===== src/rtl/debounce_pkg.sv =====
// Shared types and helpers for the debounce bank.
//   deb_state_e    : per-channel debounce FSM state; bit[1] is the accepted level
//   stab_cnt_width : width of a stability counter that must reach STABLE_TICKS
package debounce_pkg;

   typedef enum logic [1:0] {
      ST_LOW       = 2'd0,
      ST_WAIT_HIGH = 2'd1,
      ST_HIGH      = 2'd2,
      ST_WAIT_LOW  = 2'd3
   } deb_state_e;

   function automatic int unsigned stab_cnt_width(input int unsigned ticks);
      return (ticks < 1) ? 1 : $clog2(ticks + 1);
   endfunction

endpackage


===== src/rtl/debounce_channel.sv =====
// One debounce channel: 4-state FSM plus saturating stability counter.
// Ports:
//   clk, reset_n : clock, async active-low reset
//   tick         : shared timer pulse from the prescaler
//   din          : raw (or synchronized) channel input
//   level        : accepted level, taken straight from a state flop
//   rise_c       : combinational pulse, WAIT_HIGH->HIGH taken this cycle
//   fall_c       : combinational pulse, WAIT_LOW->LOW taken this cycle
module debounce_channel
   import debounce_pkg::*;
#(
   parameter int unsigned STABLE_TICKS = 20
) (
   input  logic clk,
   input  logic reset_n,
   input  logic tick,
   input  logic din,
   output logic level,
   output logic rise_c,
   output logic fall_c
);

   localparam int unsigned CW = stab_cnt_width(STABLE_TICKS);

   deb_state_e      state_q, state_d;
   logic [CW-1:0]   cnt_q, cnt_d;
   logic            done_c;

   assign done_c = (cnt_q == CW'(STABLE_TICKS));

   // HIGH and WAIT_LOW share bit[1], so the level is a plain flop output
   assign level = state_q[1];

   // Next-state, counter and event pulses
   always_comb begin
      state_d = state_q;
      cnt_d   = cnt_q;
      rise_c  = 1'b0;
      fall_c  = 1'b0;
      case (state_q)
         ST_LOW: begin
            cnt_d = '0;
            if (din) state_d = ST_WAIT_HIGH;
         end
         ST_WAIT_HIGH: begin
            if (tick && !done_c) cnt_d = cnt_q + CW'(1);
            if (!din) begin
               state_d = ST_LOW;
            end else if (done_c) begin
               state_d = ST_HIGH;
               rise_c  = 1'b1;
            end
         end
         ST_HIGH: begin
            cnt_d = '0;
            if (!din) state_d = ST_WAIT_LOW;
         end
         ST_WAIT_LOW: begin
            if (tick && !done_c) cnt_d = cnt_q + CW'(1);
            if (din) begin
               state_d = ST_HIGH;
            end else if (done_c) begin
               state_d = ST_LOW;
               fall_c  = 1'b1;
            end
         end
         default: begin
            state_d = ST_LOW;
            cnt_d   = '0;
         end
      endcase
   end

   always_ff @(posedge clk or negedge reset_n) begin
      if (!reset_n) begin
         state_q <= ST_LOW;
         cnt_q   <= '0;
      end else begin
         state_q <= state_d;
         cnt_q   <= cnt_d;
      end
   end

endmodule


===== src/rtl/debounce_bank_ctrl.sv =====
// Bank of N_CH debouncers sharing one prescaler, with a round-robin event
// queue (one pending slot per channel) and sticky overrun flags.
// Optional macro: DEB_SYNC_EN adds a two-flop input synchronizer.
// Ports:
//   clk, reset_n          : clock, async active-low reset
//   noisy[N_CH]           : raw inputs
//   debounced[N_CH]       : accepted levels
//   evt_valid/evt_ready   : edge-event handshake
//   evt_ch, evt_rise      : channel and direction of presented event
//   overrun[N_CH]         : sticky lost-event flags, ovr_clr clears per bit
module debounce_bank_ctrl
   import debounce_pkg::*;
#(
   parameter int unsigned N_CH         = 4,
   parameter int unsigned PRESCALE     = 50000,
   parameter int unsigned STABLE_TICKS = 20
) (
   input  logic                    clk,
   input  logic                    reset_n,
   input  logic [N_CH-1:0]         noisy,
   output logic [N_CH-1:0]         debounced,
   output logic                    evt_valid,
   input  logic                    evt_ready,
   output logic [$clog2(N_CH)-1:0] evt_ch,
   output logic                    evt_rise,
   output logic [N_CH-1:0]         overrun,
   input  logic [N_CH-1:0]         ovr_clr
);

   localparam int unsigned CH_W = $clog2(N_CH);
   localparam int unsigned PS_W = (PRESCALE > 1) ? $clog2(PRESCALE) : 1;

   logic [PS_W-1:0] ps_q, ps_d;
   logic            tick_c;
   logic [N_CH-1:0] din_c, rise_c, fall_c;
   logic [N_CH-1:0] pend_q, pend_d, dir_q, dir_d, ovr_q, ovr_d, ovr_set_c;
   logic            evt_valid_q, evt_valid_d, evt_rise_q, evt_rise_d;
   logic [CH_W-1:0] evt_ch_q, evt_ch_d, rr_q, rr_d, gnt_c, idx_c;
   logic            found_c, load_en_c;

   // Input conditioning
`ifdef DEB_SYNC_EN
   logic [N_CH-1:0] sync1_q, sync2_q;
   always_ff @(posedge clk or negedge reset_n) begin
      if (!reset_n) begin
         sync1_q <= '0;
         sync2_q <= '0;
      end else begin
         sync1_q <= noisy;
         sync2_q <= sync1_q;
      end
   end
   assign din_c = sync2_q;
`else
   assign din_c = noisy;
`endif

   // Shared tick prescaler
   assign tick_c = (ps_q == PS_W'(PRESCALE - 1));
   assign ps_d   = tick_c ? '0 : ps_q + PS_W'(1);

   for (genvar g = 0; g < N_CH; g++) begin : g_ch
      debounce_channel #(.STABLE_TICKS(STABLE_TICKS)) u_ch (
         .clk     (clk),
         .reset_n (reset_n),
         .tick    (tick_c),
         .din     (din_c[g]),
         .level   (debounced[g]),
         .rise_c  (rise_c[g]),
         .fall_c  (fall_c[g])
      );
   end

   // Round-robin grant, event register load, pend/overrun bookkeeping
   always_comb begin
      found_c     = 1'b0;
      gnt_c       = '0;
      idx_c       = '0;
      load_en_c   = !evt_valid_q || evt_ready;
      evt_valid_d = evt_valid_q;
      evt_ch_d    = evt_ch_q;
      evt_rise_d  = evt_rise_q;
      rr_d        = rr_q;
      pend_d      = pend_q;
      dir_d       = dir_q;
      ovr_set_c   = '0;

      // search starts just after the last granted channel
      for (int k = 1; k <= int'(N_CH); k++) begin
         idx_c = CH_W'((int'(rr_q) + k) % int'(N_CH));
         if (!found_c && pend_q[idx_c]) begin
            found_c = 1'b1;
            gnt_c   = idx_c;
         end
      end

      if (load_en_c) begin
         if (found_c) begin
            evt_valid_d   = 1'b1;
            evt_ch_d      = gnt_c;
            evt_rise_d    = dir_q[gnt_c];
            pend_d[gnt_c] = 1'b0;
            rr_d          = gnt_c;
         end else begin
            evt_valid_d = 1'b0;
         end
      end

      // a new event on the channel being loaded just re-arms pend
      for (int i = 0; i < int'(N_CH); i++) begin
         if (rise_c[i] || fall_c[i]) begin
            if (pend_q[i] && !(load_en_c && found_c && gnt_c == CH_W'(i)))
               ovr_set_c[i] = 1'b1;
            pend_d[i] = 1'b1;
            dir_d[i]  = rise_c[i];
         end
      end

      ovr_d = (ovr_q & ~ovr_clr) | ovr_set_c;
   end

   always_ff @(posedge clk or negedge reset_n) begin
      if (!reset_n) begin
         ps_q        <= '0;
         pend_q      <= '0;
         dir_q       <= '0;
         ovr_q       <= '0;
         evt_valid_q <= 1'b0;
         evt_ch_q    <= '0;
         evt_rise_q  <= 1'b0;
         rr_q        <= CH_W'(N_CH - 1);
      end else begin
         ps_q        <= ps_d;
         pend_q      <= pend_d;
         dir_q       <= dir_d;
         ovr_q       <= ovr_d;
         evt_valid_q <= evt_valid_d;
         evt_ch_q    <= evt_ch_d;
         evt_rise_q  <= evt_rise_d;
         rr_q        <= rr_d;
      end
   end

   assign evt_valid = evt_valid_q;
   assign evt_ch    = evt_ch_q;
   assign evt_rise  = evt_rise_q;
   assign overrun   = ovr_q;

endmodule


===== config.mk =====
export PLATFORM = sky130hd
export DESIGN_NAME = debounce_bank_ctrl
export DESIGN_NICKNAME = d
export VERILOG_FILES = /design/src/rtl/debounce_pkg.sv /design/src/rtl/debounce_channel.sv /design/src/rtl/debounce_bank_ctrl.sv
export SDC_FILE = /design/constraint.sdc
export NUM_CORES = 1
export LEC_CHECK = 0
export ABC_AREA = 1
export ABC_CLOCK_PERIOD_IN_PS = 2100
export BUFFER_PORTS_ARGS = -buffer_cell sky130_fd_sc_hd__buf_2
export CORE_ASPECT_RATIO = 0.5
export CORE_MARGIN = 3
export CORE_UTILIZATION = 50
export DETAILED_ROUTE_END_ITERATION = 8
export PLACE_DENSITY = 0.77
export SYNTH_ARGS = -nofsm -noshare
export SYNTH_HDL_FRONTEND = slang
export SYNTH_HIERARCHICAL = 1
export SYNTH_SLANG_ARGS = --single-unit
export TNS_END_PERCENT = 1

===== constraint.sdc =====
create_clock -name clk -period 2.1 [get_ports clk]
set_input_delay 0.315 -clock clk [delete_from_list [all_inputs] [get_ports clk]]
set_output_delay 0.315 -clock clk [all_outputs]
set_load 0.02 [all_outputs]

==> implementation parameters, run 1 <==
Parameter                              Value

Global route
  Overflow after GRT ... 0
  Vias in the first global route ... around 2900
  Maximum number of pins on one net before global-route repair ... 25
  Wire length of the first global-routing pass ... 13200 um
  Total track usage ... 0.198
  Number of antenna violations at the first check in global routing ... 0

Critical path
  List of cells traversed by the critical path ... ha_1 > nand2_1 > nor2_4 > inv_1 > nor2_1 > nand4_1 > inv_2 > buf_12 > nand4_1 > nand2_1 > nand2_1 > nor2_2
  Startpoint of the most critical register-to-register path ... ps_q[0]
  Cell type with the highest occurrence count on the critical path ... sky130_fd_sc_hd__nand2_1
  Worst setup SP type ... register
  Kind of critical path ... reg2reg
  Largest fanout on the critical path ... 20
  Worst R2R End ... g_ch[0].u_ch/cnt_q[4]
  Critical Path Sink Type ... register
  R2R cell count ... 12
  Required time of the critical path ... 2.35 ns
  CP bufs+invs ... 3
  Register-to-register setup slack ... ~0.25 ns
  Largest delay contributor family on the critical path ... simple AND/OR/NAND/NOR gates
  Arr. time, crit path ... 2.11 ns
  Slowest cell on the critical path ... sky130_fd_sc_hd__dfrtp_1
  Delay of the slowest cell on the worst path ... approximately 0.36 ns

STA
  Maximum clock skew at final layout ... between 0.005 and 0.006 ns
  Relative slew margins ... 0.611
  Number of pins exceeding their max-slew limit in the final report ... 0
  Setup ws final ... around 0.25 ns
  Worst slack on hold paths ... 0.224 ns
  Setup TNS after final layout ... 0 ns
  Actual slew at the worst max-slew pin ... just under 0.6 ns
  Endpoints failing setup ... 0
  Share of the clock period used by the worst path after layout ... 0.883
  Min cycle time layout ... roughly 1.9 ns
  Peak Freq ... between 500 and 600 MHz
  Final hold violation count ... 0
  Unrepaired setup endpoints after global routing ... no

Routing
  Met3 wirelength from detailed routing ... roughly 360 um
  Number of design rule violations left after detail routing ... 0
  Routed length on met1 ... 3430 um
  WL/cell ... 13.0 um
  Pre-antenna DRT Iters ... 4
  Average via count per standard cell ... 5.30
  Violation count after the first detailed-route iteration ... between 150 and 200
  Wirelength, routed ... between 7000 and 8000 um
  Highest routed metal layer ... met4
  DRT antenna net count ... 0
  Amount of wire on met2 after detailed routing ... ~3600 um
  Detailed-route via count ... around 3100

Hold path
  Terminating pin of the worst hold path ... overrun[2]
  Hold Path Origin ... ovr_clr[2]
  WHS Path Cells ... 4
  Worst hold-check path type ... in2reg

Clock tree
  Clock slew at the register clock pins of the worst setup and hold paths ... roughly 0.050 ns
  Inserted Clock Buffers ... 9
  Clock Tree Root ... sky130_fd_sc_hd__clkbuf_16
  Max H-tree Level ... 3
  Total clock sinks ... slightly above 60
  Latest clock arrival within the worst-skew pair ... 0.33 ns
  Clock Path Buffers ... 2
  Clock tree from TritonCTS ... done

Floorplanning
  Area of the die ... approximately 8600 um2
  DIE HEIGHT ... about 67 um
  Starting density of the core ... 0.537
  Overall die width ... between 100 and 150 um
  Placeable core region ... 6960 um2
  Num rows ... 21
  Num ports ... 23

Power and ir drop
  Int Pwr ... around 0.0026 W
  Proportion of power drawn by combinational gates ... 0.238
  Net load switching power ... 0.00121 W
  Maximum resistive drop on vdd ... roughly 500 uV
  Leakage power summed over all cells ... about 2.2 nW
  Switching part of the total ... 0.315
  Sum of internal, switching and leakage power ... a little under 0.004 W
  Share of total power in the clock network ... 0.411
  Power density cells ... roughly 900 nW/um2
  Reg power frac ... 0.351

Yosys
  Yosys warning total ... 6
  Mean instance size in the synthesized netlist ... around 8.2 um2
  EDFF count, synth ... 0
  Top FF cell, synth ... sky130_fd_sc_hd__dfrtp_1
  Cells after synthesis ... ~460
  Count of distinct cell types in the synthesized netlist ... 39
  Largest cells by area after synthesis ... sky130_fd_sc_hd__dfrtp_1, sky130_fd_sc_hd__nand2_1, sky130_fd_sc_hd__nand3_1
  Cell taking the most area after synthesis ... sky130_fd_sc_hd__dfrtp_1
  Leading cell types by count after synthesis ... sky130_fd_sc_hd__nand2_1, sky130_fd_sc_hd__dfrtp_1, sky130_fd_sc_hd__inv_1
  Proportion of netlist area held by the largest area contributor ... 0.402
  Number of nets in the synthesized netlist ... roughly 480
  Register area share after synthesis ... 0.416
  Seq cells post-synth ... slightly above 60
  Post-Synthesis Cell Area ... 3740 um2
  Most common cell in the netlist ... sky130_fd_sc_hd__nand2_1
  FFs w/ async S/R, synth ... 1.00

Status
  Status ... completed

Final layout
  Count of antenna diodes in the layout ... 0
  Layout net count ... between 500 and 600
  Number of filler cells placed in the layout ... 600
  Area overhead of the layout relative to synthesis ... 14.0%
  Ratio of cells with drive above 1 in the final layout ... 0.237

Place
  Count of port buffers added during placement ... 22
  GPL Wtd Cong ... 0.888
  Pre-CTS worst setup slack ... between 0.2 and 0.25 ns
  HPWL reported at the end of detailed placement ... around 5400 um

Run
  Reported max-cap violation count ... 0
## metrics by stage
stage	util	cell area [um2]	instances
floorplan	-	3740	455
CTS	0.611	4250	582
detailed placement	0.564	3930	565
global placement	0.564	3930	565
global route	0.612	4260	582
finish	0.612	4260	582
## cells by family after synthesis
kind of cell,Yosys count,synth area share
fa+ha+maj,9,0.0301
buf+inv,77,0.0941
flops,62,0.416
xor+xnor,9,0.0211
simple gates,272,0.396
compound gates,26,0.0429
## worst max-delay path by stage
stage | start | cells past startpoint | endpoint | slack (ns)
3_3_place_gp | rr_q[0] | 11 | overrun[3] | 0.26
2_1_floorplan | ps_q[0] | 10 | g_ch[0].u_ch/cnt_q[4] | 0.008
3_5_place_dp | ps_q[0] | 12 | g_ch[0].u_ch/cnt_q[4] | 0.21
5_1_grt | ps_q[0] | 11 | g_ch[0].u_ch/cnt_q[4] | 0.01
4_1_cts | ps_q[0] | 12 | g_ch[0].u_ch/cnt_q[4] | 0.17
6_report | ps_q[0] | 12 | g_ch[0].u_ch/cnt_q[4] | 0.25
## layout make-up
class | instances | area (um2) | area share
Multi-Input combinational cell | 316 | 1840 | 0.432
Sequential cell | 62 | 1550 | 0.365
Inverter | 68 | 265 | 0.0623
Clock buffer | 12 | 246 | 0.0579
Timing Repair Buffer | 28 | 170 | 0.0400
Tap cell | 92 | 115 | 0.0270
Clock inverter | 4 | 70.1 | 0.0165
## worst min-delay path, cell delays in order
cell,delay (ns)
sky130_fd_sc_hd__buf_2,0.07
sky130_fd_sc_hd__inv_1,0.03
sky130_fd_sc_hd__nand2_1,0.04
sky130_fd_sc_hd__nand2_1,0.05
## power by group through the flow
| stage | Clock [W] | Combinational, W | Sequential (W) |
|---|---|---|---|
| after floorplan | 0 | 0.000714 | 0.00137 |
| after global placement | 0 | 0.000885 | 0.00136 |
| after detailed placement | 0 | 0.000910 | 0.00137 |
| after CTS | 0.00162 | 0.000926 | 0.00135 |
| after global routing | 0.00167 | 0.00103 | 0.00136 |
| final | 0.00158 | 0.000914 | 0.00135 |
## metal layers
layer / vias up / track usage
met2: 72 / 0.330
met5: - / 0
met3: 16 / 0.0641
met1: 1466 / 0.246
met4: 0 / 0.0675
li1: 1530 / -
## state kept, by name (all words and copies together), names as in the netlist, named ones only
name	flops
pend_q	4
evt_valid	1
ps_q	16
g_ch.u_ch/cnt_q	20
dir_q	4
overrun	4
g_ch.u_ch/state_q	4
evt_ch	2
evt_rise	1
rr_q	2
## timing repair
action	CTS	global route
endpoints found under the hold margin	21	0
hold buffers	1	0
setup buffers	0	0
setup endpoints to repair	0	1
gates resized for setup	0	3
## placed cells by master (no fill, tap or decap), drive strengths merged
master         n
nand4         30
dlygate4sd3    1
o21bai         3
bufinv         2
buf           27
a31oi          2
nor2          43
clkinv         6
nor3          10
ha             9
nand3         44
nor4           2
xor2           8
or2            7
nand2        132
o21ai         14
xnor2          1
clkbuf        12
dfrtp         60
nor3b          1
inv           64
nand3b         3
dfstp          2
a21o           2
a21oi          5
(Power assumes the default switching activity.)
==> run 2: changes to the inputs <==
--- a/config.mk
+++ b/config.mk
@@ -5,14 +5,12 @@
 export SDC_FILE = /design/constraint.sdc
 export NUM_CORES = 1
 export LEC_CHECK = 0
-export ABC_AREA = 1
-export ABC_CLOCK_PERIOD_IN_PS = 2100
 export BUFFER_PORTS_ARGS = -buffer_cell sky130_fd_sc_hd__buf_2
 export CORE_ASPECT_RATIO = 0.5
 export CORE_MARGIN = 3
 export CORE_UTILIZATION = 50
 export DETAILED_ROUTE_END_ITERATION = 8
-export PLACE_DENSITY = 0.77
+export PLACE_DENSITY = 0.78
 export SYNTH_ARGS = -nofsm -noshare
 export SYNTH_HDL_FRONTEND = slang
 export SYNTH_HIERARCHICAL = 1
==> run 2 against run 1 <==
Largest cell class is now registers. Clock skew up 0.0010 ns. Largest power group unchanged. Utilization up 3.8 points. Sequential share of layout area up 5.3 points. Die area down 16%. The run now ends with negative hold slack left. Maximum frequency down 7.4%. Critical path type unchanged. Combinational power down 31%. Hold slack worse by 0.22 ns. First-iteration DRC count down 42%. Setup slack worse by 0.15 ns. Final cell count down 28%. Non-clock buffer count unchanged. Clock power about the same.
==> implementation parameters, run 2 <==
Parameter                              Value

Critical path
  Critical Path Sink Type ... register (unchanged)
  R2R cell count ... 7 (was 12)
  Required time of the critical path ... 2.35 ns (about the same)
  Largest delay contributor family on the critical path ... simple AND/OR/NAND/NOR gates (unchanged)
  List of cells traversed by the critical path ... and4bb_1 > and4_4 > nor3b_4 > buf_12 > nand4_1 > or3_1 > a21boi_1 (was ha_1 > nand2_1 > nor2_4 > inv_1 > nor2_1 > nand4_1 > inv_2 > buf_12 > nand4_1 > nand2_1 > nand2_1 > nor2_2)
  Worst setup SP type ... register (unchanged)
  Arr. time, crit path ... 2.25 ns (was 2.11 ns)
  Kind of critical path ... reg2reg (unchanged)
  CP bufs+invs ... 1 (was 3)
  Largest fanout on the critical path ... 13 (was 20)
  Delay of the slowest cell on the worst path ... 0.39 ns (was 0.36 ns)
  Slowest cell on the critical path ... sky130_fd_sc_hd__dfrtp_1 (unchanged)
  Number of cells on the critical path ... 7 (was 12)

Place
  Placed cells ... 400 (was 565)
  HPWL reported at the end of detailed placement ... 4030 um (was 5350 um)
  Pre-CTS worst setup slack ... 0.104 ns (was 0.209 ns)
  Count of port buffers added during placement ... 22 (unchanged)
  GPL Wtd Cong ... 0.743 (was 0.888)

Clock tree
  Hold Buf Count CTS ... 0 (was 1)
  Clock tree from TritonCTS ... done (unchanged)
  Inserted Clock Buffers ... 9 (unchanged)
  Max H-tree Level ... 3 (unchanged)
  Latest clock arrival within the worst-skew pair ... 0.33 ns (about the same)
  Clock Path Buffers ... 2 (unchanged)
  Clock Tree Root ... sky130_fd_sc_hd__clkbuf_16 (unchanged)
  Total clock sinks ... 62 (unchanged)
  Clock slew at the register clock pins of the worst setup and hold paths ... 0.05 ns (about the same)

Final layout
  Most frequent cells in the layout ... sky130_fd_sc_hd__dfrtp_1, sky130_fd_sc_hd__nor2_1, sky130_fd_sc_hd__nand2_1 (was sky130_fd_sc_hd__nand2_1, sky130_fd_sc_hd__dfrtp_1, sky130_fd_sc_hd__inv_1)
  Commonest non-fill, non-tap cell in the layout ... sky130_fd_sc_hd__dfrtp_1 (was sky130_fd_sc_hd__nand2_1)
  Flip-flop count of the largest register, all copies and words added ... 20 (unchanged)
  Count of antenna diodes in the layout ... 0 (unchanged)
  Register with the most flip-flops ... g_ch.u_ch/cnt_q (unchanged)
  Largest registers ... g_ch.u_ch/cnt_q: 20 flops, ps_q: 16 flops (unchanged)
  Area overhead of the layout relative to synthesis ... 19.7% (was 14.0%)
  Ratio of cells with drive above 1 in the final layout ... 0.185 (was 0.237)
  Layout net count ... 350 (was 505)
  Number of filler cells placed in the layout ... 415 (was 600)
  Final non-filler cell total ... 419 (was 582)

Yosys
  Top FF cell, synth ... sky130_fd_sc_hd__dfrtp_1 (unchanged)
  Seq cells post-synth ... 62 (unchanged)
  FFs w/ async S/R, synth ... 1.00 (unchanged)
  Yosys warning total ... 6 (unchanged)
  Number of nets in the synthesized netlist ... 313 (was 475)
  Cells after synthesis ... 293 (was 455)
  Xor-xnor portion of the synthesized cell area ... 0.0423 (was 0.0211)
  Synth Area in Adders ... 0.0362 (was 0.0301)
  Most common cell in the netlist ... sky130_fd_sc_hd__dfrtp_1 (was sky130_fd_sc_hd__nand2_1)
  Count of distinct cell types in the synthesized netlist ... 47 (was 39)
  Largest cells by area after synthesis ... sky130_fd_sc_hd__dfrtp_1, sky130_fd_sc_hd__ha_1, sky130_fd_sc_hd__mux2i_1 (was sky130_fd_sc_hd__dfrtp_1, sky130_fd_sc_hd__nand2_1, sky130_fd_sc_hd__nand3_1)
  Proportion of netlist area held by the largest area contributor ... 0.483 (was 0.402)
  Mux cell area share after synthesis ... 0.0467 (was 0)
  Leading cell types by count after synthesis ... sky130_fd_sc_hd__dfrtp_1, sky130_fd_sc_hd__nand2_1, sky130_fd_sc_hd__nor2_1 (was sky130_fd_sc_hd__nand2_1, sky130_fd_sc_hd__dfrtp_1, sky130_fd_sc_hd__inv_1)
  Mean instance size in the synthesized netlist ... 10.6 um2 (was 8.21 um2)
  Share of synthesized cell area in and, or, nand and nor gates ... 0.221 (was 0.396)
  Fraction of the mapped netlist area in compound gates ... 0.124 (was 0.0429)
  EDFF count, synth ... 0 (unchanged)
  Largest family of logic cells by synthesized area ... simple AND/OR/NAND/NOR gates (unchanged)
  Post-Synthesis Cell Area ... 3110 um2 (was 3740 um2)
  Cell taking the most area after synthesis ... sky130_fd_sc_hd__dfrtp_1 (unchanged)
  Register area share after synthesis ... 0.500 (was 0.416)

STA
  Worst slack on hold paths ... -0.000674 ns (was 0.224 ns)
  Peak Freq ... 500 MHz (was 539 MHz)
  Final hold violation count ... 2 (was 0)
  Number of pins exceeding their max-slew limit in the final report ... 0 (unchanged)
  Setup TNS after final layout ... 0 ns (unchanged)
  Share of the clock period used by the worst path after layout ... 0.953 (was 0.883)
  Setup ws final ... 0.0980 ns (was 0.246 ns)
  Maximum clock skew at final layout ... 0.00635 ns (was 0.00533 ns)
  Min cycle time layout ... 2.00 ns (was 1.85 ns)
  Endpoints failing setup ... 0 (unchanged)
  Actual slew at the worst max-slew pin ... 0.466 ns (was 0.583 ns)
  Relative slew margins ... 0.689 (was 0.611)

Routing
  Wirelength, routed ... 6190 um (was 7580 um)
  Violation count after the first detailed-route iteration ... 111 (was 191)
  Detailed-route via count ... 2253 (was 3084)
  DRT antenna net count ... 0 (unchanged)
  WL/cell ... 14.8 um (was 13.0 um)
  Pre-antenna DRT Iters ... 5 (was 4)
  Average via count per standard cell ... 5.38 (was 5.30)
  Number of design rule violations left after detail routing ... 0 (unchanged)

Power and ir drop
  Maximum resistive drop on vdd ... 949 uV (was 499 uV)
  Power density cells ... 967 nW/um2 (was 903 nW/um2)
  Leakage power summed over all cells ... 1.67 nW (was 2.19 nW)

Global route
  Maximum number of pins on one net before global-route repair ... 63 (was 25)
  Wire length of the first global-routing pass ... 9920 um (was 13200 um)
  Number of antenna violations at the first check in global routing ... 0 (unchanged)
  Vias in the first global route ... 2180 (was 2888)
  Total track usage ... 0.177 (was 0.198)
  Overflow after GRT ... 0 (unchanged)

Status
  Status ... complete, but fails checks (was completed)
  Failing checks ... negative hold slack

Floorplanning
  DIE HEIGHT ... 61.8 um (was 67.1 um)
  Num ports ... 23 (unchanged)
  Placeable core region ... 5730 um2 (was 6960 um2)
  Num rows ... 19 (was 21)
  Area of the die ... 7260 um2 (was 8610 um2)
  Overall die width ... 118 um (was 128 um)
  Starting density of the core ... 0.542 (was 0.537)

Run
  Reported max-cap violation count ... 0 (unchanged)

Hold path
  Worst hold-check path type ... in2async (was in2reg)
run 2: cell count changes after synthesis, moves of 9 or more:
cell / change
sky130_fd_sc_hd__nand2_2: -19
sky130_fd_sc_hd__nand3_1: -31
sky130_fd_sc_hd__mux2i_1: +10
sky130_fd_sc_hd__inv_1: -33
sky130_fd_sc_hd__xnor2_1: +9
sky130_fd_sc_hd__nand2_1: -77
sky130_fd_sc_hd__nand2b_1: +11
sky130_fd_sc_hd__nand2_4: -11
sky130_fd_sc_hd__nand4_1: -16
run 2: cell type report:
class / count / area (um2) / share of cell area
clock buffers: 10 / 229 / 0.0615
clock inverters: 6 / 86.3 / 0.0232
inverters: 21 / 78.8 / 0.0212
multi-input cells: 208 / 1470 / 0.395
flip-flops and latches: 62 / 1550 / 0.418
well taps: 84 / 105 / 0.0282
repair buffers: 28 / 198 / 0.0531
run 2: worst register-to-register path: stages, from the launching register on:
cell and delay, ns:
sky130_fd_sc_hd__dfrtp_1 0.39, sky130_fd_sc_hd__and4bb_1 0.28, sky130_fd_sc_hd__and4_4 0.23, sky130_fd_sc_hd__nor3b_4 0.25, sky130_fd_sc_hd__buf_12 0.17, sky130_fd_sc_hd__nand4_1 0.11
sky130_fd_sc_hd__or3_1 0.33, sky130_fd_sc_hd__a21boi_1 0.15
run 2: final timing paths:
path	startpoint	endpoint	slack, ns
worst max-delay path	ps_q[12]	g_ch[0].u_ch/cnt_q[3]	0.1
worst min-delay path	reset_n	g_ch[0].u_ch/cnt_q[1]	-0.0007
worst max register to register	ps_q[12]	g_ch[0].u_ch/cnt_q[3]	0.1
worst min register to register	evt_ch[0]	evt_ch[0]	0.48
max in group asynchronous	reset_n	rr_q[1]	1.80
min in group clk	ovr_clr[3]	overrun[3]	0.16
run 2: metrics by stage:
| step | util | area, um2 | power (W) | hold slack (ns) |
|---|---|---|---|---|
| after global placement | 0.586 | 3360 | 0.00202 | 0.351 |
| after detailed placement | 0.586 | 3360 | 0.00204 | 0.350 |
| after floorplan | - | 3110 | 0.00190 | 0.0194 |
| final | 0.649 | 3720 | 0.00360 | -0.000674 |
| after global routing | 0.649 | 3720 | 0.00375 | 0.0201 |
| after CTS | 0.641 | 3670 | 0.00362 | 0.00653 |
run 2: kinds of logic (layout without fill, tap and decap cells):
logic type	count (synthesis)	in the layout
buffers and inverters	23	65
adders and majority gates	9	9
xor gates and xnor gates	15	15
DFF	62	62
and+or+nand+nor	123	123
muxes	14	14
AOI/OAI and AO/OA	47	47
run 2: what timing repair did:
item / in CTS / in global routing
buffers inserted: 0 / 2
endpoints found under the hold margin: 0 / 0
setup endpoints to repair: 0 / 10
resized for setup: 0 / 2
run 2: layer usage:
metal / track usage / part of all wire
met1: 0.214 / 0.48
met2: 0.302 / 0.46
met3: 0.0696 / 0.040
met4: 0.0617 / 0.020
met5: 0 / 0
run 2: report_power, final:
group          leakage [nW]  internal (W)  switching (W)
logic                 0.713      0.000261       0.000373
clock network         0.152       0.00104       0.000529
registers             0.810       0.00130      0.0000982
total                  1.67       0.00260        0.00100
==> run 3: changes to the inputs <==
--- a/config.mk
+++ b/config.mk
@@ -8,9 +8,9 @@
 export BUFFER_PORTS_ARGS = -buffer_cell sky130_fd_sc_hd__buf_2
 export CORE_ASPECT_RATIO = 0.5
 export CORE_MARGIN = 3
-export CORE_UTILIZATION = 50
+export CORE_UTILIZATION = 54
 export DETAILED_ROUTE_END_ITERATION = 8
-export PLACE_DENSITY = 0.78
+export PLACE_DENSITY = 0.83
 export SYNTH_ARGS = -nofsm -noshare
 export SYNTH_HDL_FRONTEND = slang
 export SYNTH_HIERARCHICAL = 1
==> run 3 against run 2 <==
The run now ends clean. Maximum frequency is 1.1% lower. Largest power group unchanged. Total power is 3.6% lower. Critical path depth is 1 higher. First-iteration DRC count is 26% higher.
==> implementation parameters, run 3 (same netlist as run 2, synthesis figures left out) <==
Parameter                              Value

STA
  Setup ws final ... 0.0747 ns (was 0.0980 ns)
  Relative slew margins ... 0.700 (was 0.689)
  Maximum clock skew at final layout ... 0.00792 ns (was 0.00635 ns)
  Peak Freq ... 494 MHz (was 500 MHz)
  Min cycle time layout ... 2.03 ns (was 2.00 ns)
  Share of the clock period used by the worst path after layout ... 0.964 (was 0.953)
  Final hold violation count ... 0 (was 2)
  Endpoints failing setup ... 0 (unchanged)
  Actual slew at the worst max-slew pin ... 0.449 ns (was 0.466 ns)
  Number of pins exceeding their max-slew limit in the final report ... 0 (unchanged)
  Unrepaired setup endpoints after global routing ... yes

Place
  Count of port buffers added during placement ... 22 (unchanged)
  GPL Wtd Cong ... 0.809 (was 0.743)
  HPWL reported at the end of detailed placement ... 3910 um (was 4030 um)
  Pre-CTS worst setup slack ... 0.0331 ns (was 0.104 ns)
  Placed cells ... 386 (was 400)

Final layout
  Register with the most flip-flops ... g_ch.u_ch/cnt_q (unchanged)
  Final non-filler cell total ... 411 (was 419)
  Flip-flop count of the largest register, all copies and words added ... 20 (unchanged)
  Layout net count ... 356 (was 350)
  Area overhead of the layout relative to synthesis ... 20.7% (was 19.7%)
  Ratio of cells with drive above 1 in the final layout ... 0.205 (was 0.185)
  Commonest non-fill, non-tap cell in the layout ... sky130_fd_sc_hd__dfrtp_1 (unchanged)
  Count of antenna diodes in the layout ... 0 (unchanged)
  Most frequent cells in the layout ... sky130_fd_sc_hd__dfrtp_1, sky130_fd_sc_hd__nor2_1, sky130_fd_sc_hd__nand2_1 (unchanged)
  Largest registers ... g_ch.u_ch/cnt_q: 20 flops, ps_q: 16 flops (unchanged)

Clock tree
  Clock Path Buffers ... 2 (unchanged)
  Clock slew at the register clock pins of the worst setup and hold paths ... 0.06 ns (was 0.05 ns)
  Latest clock arrival within the worst-skew pair ... 0.32 ns (was 0.33 ns)
  Inserted Clock Buffers ... 9 (unchanged)
  Max H-tree Level ... 3 (unchanged)
  Total clock sinks ... 62 (unchanged)
  Hold Buf Count CTS ... 0 (unchanged)
  Clock tree from TritonCTS ... done (unchanged)
  Clock Tree Root ... sky130_fd_sc_hd__clkbuf_16 (unchanged)

Critical path
  Crit path from ... ps_q[12] (unchanged)
  Largest delay contributor family on the critical path ... simple AND/OR/NAND/NOR gates (unchanged)
  Kind of critical path ... reg2reg (unchanged)
  Startpoint of the most critical register-to-register path ... ps_q[12] (unchanged)
  R2R cell count ... 8 (was 7)
  Critical Path Sink Type ... register (unchanged)
  Required time of the critical path ... 2.34 ns (was 2.35 ns)
  CP bufs+invs ... 2 (was 1)
  Largest fanout on the critical path ... 7 (was 13)
  List of cells traversed by the critical path ... and4bb_1 > and4_4 > nor3b_4 > buf_6 > buf_12 > nand4_1 > or3_1 > a21boi_1 (was and4bb_1 > and4_4 > nor3b_4 > buf_12 > nand4_1 > or3_1 > a21boi_1)
  Register-to-register setup slack ... 0.07 ns (was 0.1 ns)
  Worst setup SP type ... register (unchanged)
  Delay of the slowest cell on the worst path ... 0.39 ns (about the same)
  Slowest cell on the critical path ... sky130_fd_sc_hd__dfrtp_1 (unchanged)
  Worst R2R End ... g_ch[1].u_ch/cnt_q[3] (was g_ch[0].u_ch/cnt_q[3])
  Arr. time, crit path ... 2.27 ns (was 2.25 ns)

Routing
  Average via count per standard cell ... 5.61 (was 5.38)
  Pre-antenna DRT Iters ... 5 (unchanged)
  WL/cell ... 15.6 um (was 14.8 um)
  Wirelength, routed ... 6430 um (was 6190 um)
  Violation count after the first detailed-route iteration ... 140 (was 111)
  Number of design rule violations left after detail routing ... 0 (unchanged)
  Detailed-route via count ... 2305 (was 2253)
  DRT antenna net count ... 0 (unchanged)

Global route
  Maximum number of pins on one net before global-route repair ... 63 (unchanged)
  Total track usage ... 0.201 (was 0.177)
  Vias in the first global route ... 2350 (was 2180)
  Wire length of the first global-routing pass ... 10600 um (was 9920 um)
  Overflow after GRT ... 0 (unchanged)
  Number of antenna violations at the first check in global routing ... 0 (unchanged)

Floorplanning
  DIE HEIGHT ... 59.6 um (was 61.8 um)
  Overall die width ... 113 um (was 118 um)
  Placeable core region ... 5230 um2 (was 5730 um2)
  Starting density of the core ... 0.595 (was 0.542)
  Num rows ... 18 (was 19)
  Area of the die ... 6760 um2 (was 7260 um2)
  Num ports ... 23 (unchanged)

Power and ir drop
  Leakage power summed over all cells ... 1.70 nW (was 1.67 nW)
  Power density cells ... 925 nW/um2 (was 967 nW/um2)
  Maximum resistive drop on vdd ... 844 uV (was 949 uV)

Run
  Reported max-cap violation count ... 0 (unchanged)

Status
  Status ... completed (was complete, but fails checks)

Hold path
  Worst hold-check path type ... in2async (unchanged)
-- run 3: what timing repair did --
item,4_1_cts,5_1_grt
gates resized for setup,0,5
setup buffers,0,7
setup endpoints to repair,0,12
-- run 3: final cells by class --
type                    count  area, um2
clock inverters             6       62.6
inverters                  21       78.8
clock buffers              10        229
fillers                   350       1470
well taps                  70       87.6
multi-input cells         208       1470
flip-flops and latches     62       1560
repair buffers             34        264
-- run 3: worst register-to-register path, stage by stage, from the launching register on --
cell,delay (ns)
sky130_fd_sc_hd__dfrtp_1,0.39
sky130_fd_sc_hd__and4bb_1,0.26
sky130_fd_sc_hd__and4_4,0.24
sky130_fd_sc_hd__nor3b_4,0.18
sky130_fd_sc_hd__buf_6,0.15
sky130_fd_sc_hd__buf_12,0.12
sky130_fd_sc_hd__nand4_1,0.12
sky130_fd_sc_hd__or3_1,0.33
sky130_fd_sc_hd__a21boi_1,0.14
-- run 3: how the worst max path moves through the flow --
| stage | endpoint | slack (ns) | depth (start not counted) |
|---|---|---|---|
| after floorplan | g_ch[3].u_ch/cnt_q[3] | -0.03 | 6 |
| after global placement | g_ch[2].u_ch/cnt_q[3] | 0.17 | 7 |
| after detailed placement | g_ch[1].u_ch/cnt_q[3] | 0.03 | 7 |
| after CTS | g_ch[1].u_ch/cnt_q[3] | 0.007 | 7 |
| after global routing | g_ch[3].u_ch/cnt_q[3] | -0.05 | 8 |
| final | g_ch[1].u_ch/cnt_q[3] | 0.07 | 8 |
-- run 3: metal layers --
| layer | track usage | wire length, um |
|---|---|---|
| met1 | 0.239 | 2810 |
| met2 | 0.354 | 3250 |
| met3 | 0.0530 | 293 |
| met4 | 0.0890 | 75 |
| met5 | 0 | 0 |
-- run 3: power breakdown --
group	internal, W	leakage, nW	switching (W)	total, W
Combinational	0.000261	0.750	0.000360	0.000621
Clock	0.000915	0.146	0.000526	0.00144
Sequential	0.00130	0.808	0.000106	0.00141
Total	0.00248	1.70	0.000992	0.00347
-- run 3: metrics by stage --
stage | TNS [ns] | area (um2) | utilization | hold slack (ns) | power [W]
CTS | 0 | 3630 | 0.695 | 0.00579 | 0.00349
global placement | 0 | 3340 | 0.639 | 0.345 | 0.00202
finish | 0 | 3750 | 0.718 | 0.00153 | 0.00347
global route | -0.0867 | 3750 | 0.718 | 0.0254 | 0.00361
detailed placement | 0 | 3340 | 0.639 | 0.350 | 0.00204
floorplan | -0.119 | 3110 | - | 0.0194 | 0.00190
